[config.mk]
export PLATFORM = sky130hd
export DESIGN_NAME = intr_ctrl
export DESIGN_NICKNAME = d
export VERILOG_FILES = /design/src/rtl/intr_ctrl_pkg.sv /design/src/rtl/intr_sync_edge.sv /design/src/rtl/intr_ctrl.sv
export SDC_FILE = /design/constraint.sdc
export NUM_CORES = 1
export LEC_CHECK = 0
export CORE_AREA = 5 5 59 61
export DETAILED_ROUTE_END_ITERATION = 10
export DIE_AREA = 0 0 64 66
export SKIP_CTS_REPAIR_TIMING = 1
export SLEW_MARGIN = 15
export SYNTH_ARGS = -nofsm -noshare
export SYNTH_HDL_FRONTEND = slang
export SYNTH_HIERARCHICAL = 1
export SYNTH_SLANG_ARGS = --single-unit
[constraint.sdc]
create_clock -name i_clk -period 2 [get_ports i_clk]
set_clock_uncertainty 0.2 [all_clocks]
set_input_delay 0.2 -clock i_clk [delete_from_list [all_inputs] [get_ports i_clk]]
set_output_delay 0.2 -clock i_clk [all_outputs]
set_load 0.01 [all_outputs]
[src/rtl/intr_ctrl_pkg.sv]
// Shared definitions for the interrupt controller: defaults, FSM encoding, vector helper.
package intr_ctrl_pkg;

  localparam int          INTC_NUM_IRQ    = 2;
  localparam int          INTC_PC_W       = 10;
  localparam int unsigned INTC_VEC_BASE   = 32'h3F0;
  localparam int unsigned INTC_VEC_STRIDE = 4;

  // Cycles after reset before an edge detector may fire; a level already
  // present on a line when reset is released is taken as the baseline.
  localparam int SYNC_ARM_CYC = 3;

  typedef enum logic [1:0] {
    ST_IDLE = 2'd0,
    ST_REQ  = 2'd1,
    ST_SVC  = 2'd2
  } intc_state_e;

  function automatic int unsigned vec_addr(input int unsigned base,
                                           input int unsigned stride,
                                           input int unsigned idx);
    return base + idx * stride;
  endfunction

endpackage

[src/rtl/intr_sync_edge.sv]
// One interrupt line: 2-FF synchroniser followed by a rising-edge detector.
module intr_sync_edge
  import intr_ctrl_pkg::*;
(
  input  logic i_clk,
  input  logic i_reset,
  input  logic i_line,
  output logic o_evt
);

  logic                    r_meta;
  logic                    r_sync;
  logic                    r_sync_d;
  logic [SYNC_ARM_CYC-1:0] r_arm;

  // Synchronise the raw line, keep one delayed copy and fill the arming shift register.
  always_ff @(posedge i_clk or negedge i_reset) begin
    if (!i_reset) begin
      r_meta   <= 1'b0;
      r_sync   <= 1'b0;
      r_sync_d <= 1'b0;
      r_arm    <= '0;
    end else begin
      r_meta   <= i_line;
      r_sync   <= r_meta;
      r_sync_d <= r_sync;
      r_arm    <= {r_arm[SYNC_ARM_CYC-2:0], 1'b1};
    end
  end

  // Single-cycle event per rising edge, suppressed until the chain has settled after reset.
  assign o_evt = r_sync & ~r_sync_d & r_arm[SYNC_ARM_CYC-1];

endmodule

[src/rtl/intr_ctrl.sv]
// Interrupt controller: per-line edge capture, pending/mask registers,
// fixed-priority select (index 0 highest) and a non-nesting request FSM.
//
//   state | meaning
//   IDLE  | no request outstanding; waits for an eligible pending source
//   REQ   | irq asserted, vector/irq_id frozen until ack or source masked
//   SVC   | ISR running; new events only accumulate until reti
module intr_ctrl
  import intr_ctrl_pkg::*;
#(
  parameter int          NUM_IRQ    = INTC_NUM_IRQ,
  parameter int          PC_W       = INTC_PC_W,
  parameter int unsigned VEC_BASE   = INTC_VEC_BASE,
  parameter int unsigned VEC_STRIDE = INTC_VEC_STRIDE
) (
  input  logic               i_clk,
  input  logic               i_reset,
  input  logic [NUM_IRQ-1:0] i_intr,
  input  logic               i_mask_we,
  input  logic [NUM_IRQ-1:0] i_mask_din,
  input  logic               i_ack,
  input  logic               i_reti,
  output logic               o_irq,
  output logic [PC_W-1:0]    o_vector,
  output logic [NUM_IRQ-1:0] o_irq_id,
  output logic [NUM_IRQ-1:0] o_pending_q,
  output logic [NUM_IRQ-1:0] o_mask_q
);

  localparam int IDX_W = (NUM_IRQ > 1) ? $clog2(NUM_IRQ) : 1;

  intc_state_e        r_state;
  intc_state_e        w_state_nxt;
  logic [NUM_IRQ-1:0] w_evt;
  logic [NUM_IRQ-1:0] r_pending;
  logic [NUM_IRQ-1:0] r_mask;
  logic [NUM_IRQ-1:0] w_elig;
  logic [NUM_IRQ-1:0] w_sel;
  logic [IDX_W-1:0]   w_idx;
  logic [PC_W-1:0]    w_vec;
  logic [PC_W-1:0]    r_vector;
  logic [NUM_IRQ-1:0] r_irq_id;
  logic [NUM_IRQ-1:0] w_clr;
  logic               w_irq;
  logic               w_take;

  for (genvar g = 0; g < NUM_IRQ; g++) begin : g_line
    intr_sync_edge u_sync (
      .i_clk   (i_clk),
      .i_reset (i_reset),
      .i_line  (i_intr[g]),
      .o_evt   (w_evt[g])
    );
  end

  assign w_elig = r_pending & r_mask;
  // Isolate the lowest set bit: that is the winning source as a one-hot id.
  assign w_sel  = w_elig & (~w_elig + NUM_IRQ'(1));

  // Binary index of the winning source; scanning downward leaves the lowest index.
  always_comb begin
    w_idx = '0;
    for (int i = NUM_IRQ - 1; i >= 0; i--) begin
      if (w_elig[i]) w_idx = IDX_W'(i);
    end
  end

  assign w_vec = PC_W'(vec_addr(VEC_BASE, VEC_STRIDE, 32'(w_idx)));

  // FSM state register.
  always_ff @(posedge i_clk or negedge i_reset) begin
    if (!i_reset) r_state <= ST_IDLE;
    else          r_state <= w_state_nxt;
  end

  // FSM next-state logic; ack only counts in REQ, reti only in SVC.
  always_comb begin
    w_state_nxt = ST_IDLE;
    case (r_state)
      ST_IDLE: w_state_nxt = (|w_elig) ? ST_REQ : ST_IDLE;
      ST_REQ: begin
        if (i_ack)                       w_state_nxt = ST_SVC;
        else if (~|(r_irq_id & r_mask))  w_state_nxt = ST_IDLE;
        else                             w_state_nxt = ST_REQ;
      end
      ST_SVC:  w_state_nxt = i_reti ? ST_IDLE : ST_SVC;
      default: w_state_nxt = ST_IDLE;
    endcase
  end

  // FSM outputs: request level, pending clear on ack, and capture strobe in IDLE.
  always_comb begin
    w_irq  = (r_state == ST_REQ);
    w_clr  = (r_state == ST_REQ && i_ack) ? r_irq_id : '0;
    w_take = (r_state == ST_IDLE) && (|w_elig);
  end

  // Latch id/vector when a request is taken; drop the id whenever the FSM returns to IDLE.
  always_ff @(posedge i_clk or negedge i_reset) begin
    if (!i_reset) begin
      r_vector <= '0;
      r_irq_id <= '0;
    end else if (w_take) begin
      r_vector <= w_vec;
      r_irq_id <= w_sel;
    end else if (w_state_nxt == ST_IDLE && r_state != ST_IDLE) begin
      r_irq_id <= '0;
    end
  end

  // Pending and mask registers; a new event beats a same-cycle ack clear.
  always_ff @(posedge i_clk or negedge i_reset) begin
    if (!i_reset) begin
      r_pending <= '0;
      r_mask    <= '0;
    end else begin
      r_pending <= (r_pending & ~w_clr) | w_evt;
      if (i_mask_we) r_mask <= i_mask_din;
    end
  end

  assign o_irq       = w_irq;
  assign o_vector    = r_vector;
  assign o_irq_id    = r_irq_id;
  assign o_pending_q = r_pending;
  assign o_mask_q    = r_mask;

endmodule

==> metrics.sh <==
START_UTIL_PCT=28.55
LAUNCH_POINT_OF_THE_WORST_REG_TO_REG_PATH='r_state[1]'
FINAL_HOLD_VIOL_COUNT=0
FIN_CRIT_SH_PCT=94.57
GRT_REMAINING_OVERFLOW=0
SYNTHTOPCELLSBYAREA='dfrtp_1 (66%), buf_4 (7.2%), mux2_2 (2.7%)'
TIMING.CRITICAL_PATH.ARRIVAL_NS=1.49
DIE_H_UM=66
MAX_FREQ_MHz=528.7
SETUP.WORST_PATH.END_CLASS='output pin'
WORSTSETUPSTARTPOINTTYPE='register'
MAXSLEWVIOLCOUNT=0
AREA_GROWTH_PCT=33.98
FF2FF_PATH_DEPTH=4
YOSYSSEQAREASHARE_PCT=65.87
CLOCKBUFFERDEPTH=2
CP.REQUIRED_NS=1.60
DETAILEDROUTE.FIRSTPASSITERATIONCOUNT=4
GLOBALROUTETOTALUTIL_PCT=7.407
PLACEMENTROWS=20
MAXIMUM_NUMBER_OF_PINS_ON_ONE_NET_BEFORE_GLOBAL_ROUTE_REPAIR=23
NUM_VIAS=513
P_LEAK_uW=0.0005060
LEADING_AREA_CONTRIBUTOR_AFTER_SYNTHESIS='dfrtp_1'
YOSYS.AREA.TOP_TYPE_SHARE_PCT=65.87
ANTENNA_VIOLATIONS_BEFORE_REPAIR=0
RSZ_0062_RAISED_AFTER_GLOBAL_ROUTING='false'
CTS_MAX_LEVEL=1
DRT-TOTAL-WL_MM=1.408
POWER_uW=1351
SETUP_VIOL=0
SYNTH.FF_LATCH_COUNT=22
FINAL_PERIOD_MINUS_WORST_SETUP_SLACK_NS=1.891
CORE_AREA_SQ_UM=2928
CHIPWIDTH_UM=64
WORST_IR_DROP_VDD_uV=664.9
PATH_MAX_FANOUT=4
TOP_LEVEL_PORTS=26
CRITICALPATHCATEGORY='register to output pin'
POSTSYNTHAREAPERCELL_SQ_UM=12.86
GRT_PASS1_VIAS=532
POSTROUTEANTENNANETS=0
MULTIINPUTGATEAREA_SQ_UM=221.5
TNS_NS=0
CLK_ROOT_BUFFER_CELL='clkbuf_4'
POWER_PER_CELL_AREA_nW_PER_UM2=1207
LAYOUT-DRIVE-GT1-SHARE_PCT=15.91
DPL.HPWL_MM=1.046
PORT_BUFFERS=22
TRITONCTS='yes'
SYNTH_CELL_TYPES=23
FILLCELLCOUNT=307
VIA_PER_INST=4.240
POST_SYN_AREA_SQ_UM=835.8
YS_DOMINANT_REG_CELL='dfrtp_1'
CTS.REPORTEDPATHS.CLKPINSLEW_NS=0.12
DRT_ITER0_MARKERS=25
TIMING.RR.END='o_irq_id[1]'
DRT_DRC_VIOLATIONS_LEFT=0
SYNTHARSTFLOPSHARE_PCT=100.0
INSERTION_DELAY_NS=0.30
GLOBAL_ROUTE_WIRE_LENGTH_BEFORE_REPAIR_MM=2.408
ROUTEDWLPERCELL_UM=11.64
MAX-CAP-VIOLATIONS=0
HOLD-WORST-SLACK_NS=0.01835
ROUTABILITYCONGESTION=0.7614
SYNTHCELLS=65
AREA.SEQUENTIAL_SQ_UM=550.5
NUM_ANTENNA_CELLS=0
TRITONCTS.NUM_BUFFERS=3
FINISH.NET_COUNT=98
LAYOUT_COMMON_CELLS='dfrtp_1 (22), clkdlybuf4s50_1 (22), conb_1 (5)'
DIE_AREA_SQ_UM=4224
YS_WARN_COUNT=6
SINKS_ON_THE_CLOCK_NET=22
COUNT_OF_FLIP_FLOPS_WITH_A_BUILT_IN_ENABLE_AFTER_SYNTHESIS=0
HOLD_PATH.CLASS='primary input to asynchronous set/reset pin'
STATUS='completed'
TIMING.REG2REG.SETUP_SLACK_NS=0.49
[layer usage]
metal  track usage [%]  part of all wire (%)
met5                 0                     0
met3             3.401                   7.7
met1             8.404                    41
met4             3.377                   1.6
met2             11.81                    49
[sequential cells by signal (all words and copies together) (netlist names)]
signal and count:
g_line.u_sync/r_meta 2, g_line.u_sync/r_arm 6, g_line.u_sync/r_sync_d 2, g_line.u_sync/r_sync 2, o_irq_id 2, o_vector 2, o_mask_q 2, r_state 2
o_pending_q 2
[worst max path at each step]
stage               start     endpoint  slack, ns  cells past startpoint
4_1_cts        r_state[1]        o_irq       0.07                      3
2_1_floorplan  r_state[1]  o_irq_id[0]       0.64                      3
5_1_grt        r_state[1]        o_irq       0.04                      3
3_3_place_gp   r_state[1]        o_irq       0.45                      3
6_report       r_state[1]        o_irq       0.11                      3
3_5_place_dp        i_ack  o_irq_id[1]       0.38                      4
[power breakdown]
group / switching (uW) / internal (uW)
sequential: 81.7 / 526
combinational: 171 / 239
clock: 132 / 203
total: 384 / 967
[logic make-up after synthesis]
logic type / after synthesis / share of synthesized area (%)
compound gates: 11 / 10.48
flops: 22 / 65.87
other cells: 3 / 1.347
mux: 2 / 2.694
buf+inv: 11 / 8.533
simple gates: 16 / 11.08
[critical path, stage by stage, from the launching register on]
cell             delay, ns
dfrtp_1               0.42
nand2b_1              0.18
inv_1                 0.06
clkdlybuf4s50_1       0.53
[Yosys cell counts (2+ instances only)]
cell type and instances:
a21o_1 2, a31oi_1 2, and3b_1 2, buf_4 8
conb_1 3, dfrtp_1 22, inv_1 3, mux2_2 2
nand2_1 4, nor2_1 2, o31ai_1 2, or2_2 2
[final cells by class]
cell class,instances,share of cell area (%)
clock buffers,3,2.011
clock inverters,1,2.682
inverters,3,1.006
multi-input cells,34,19.78
flip-flops and latches,22,49.16
well taps,33,3.687
repair buffers,25,21.68
[through the flow]
stage          utilization, %  instances  area (sq um)  worst slack, ns
6_report                38.25        121          1120           0.1086
5_1_grt                 38.25        121          1120          0.03704
4_1_cts                 37.74        119          1105          0.06730
3_5_place_dp            35.94        115          1052           0.3836
3_3_place_gp            35.94        115          1052           0.4481
2_1_floorplan               -         67         843.3           0.6449
Note: power is estimated with default switching activity, not from simulation.
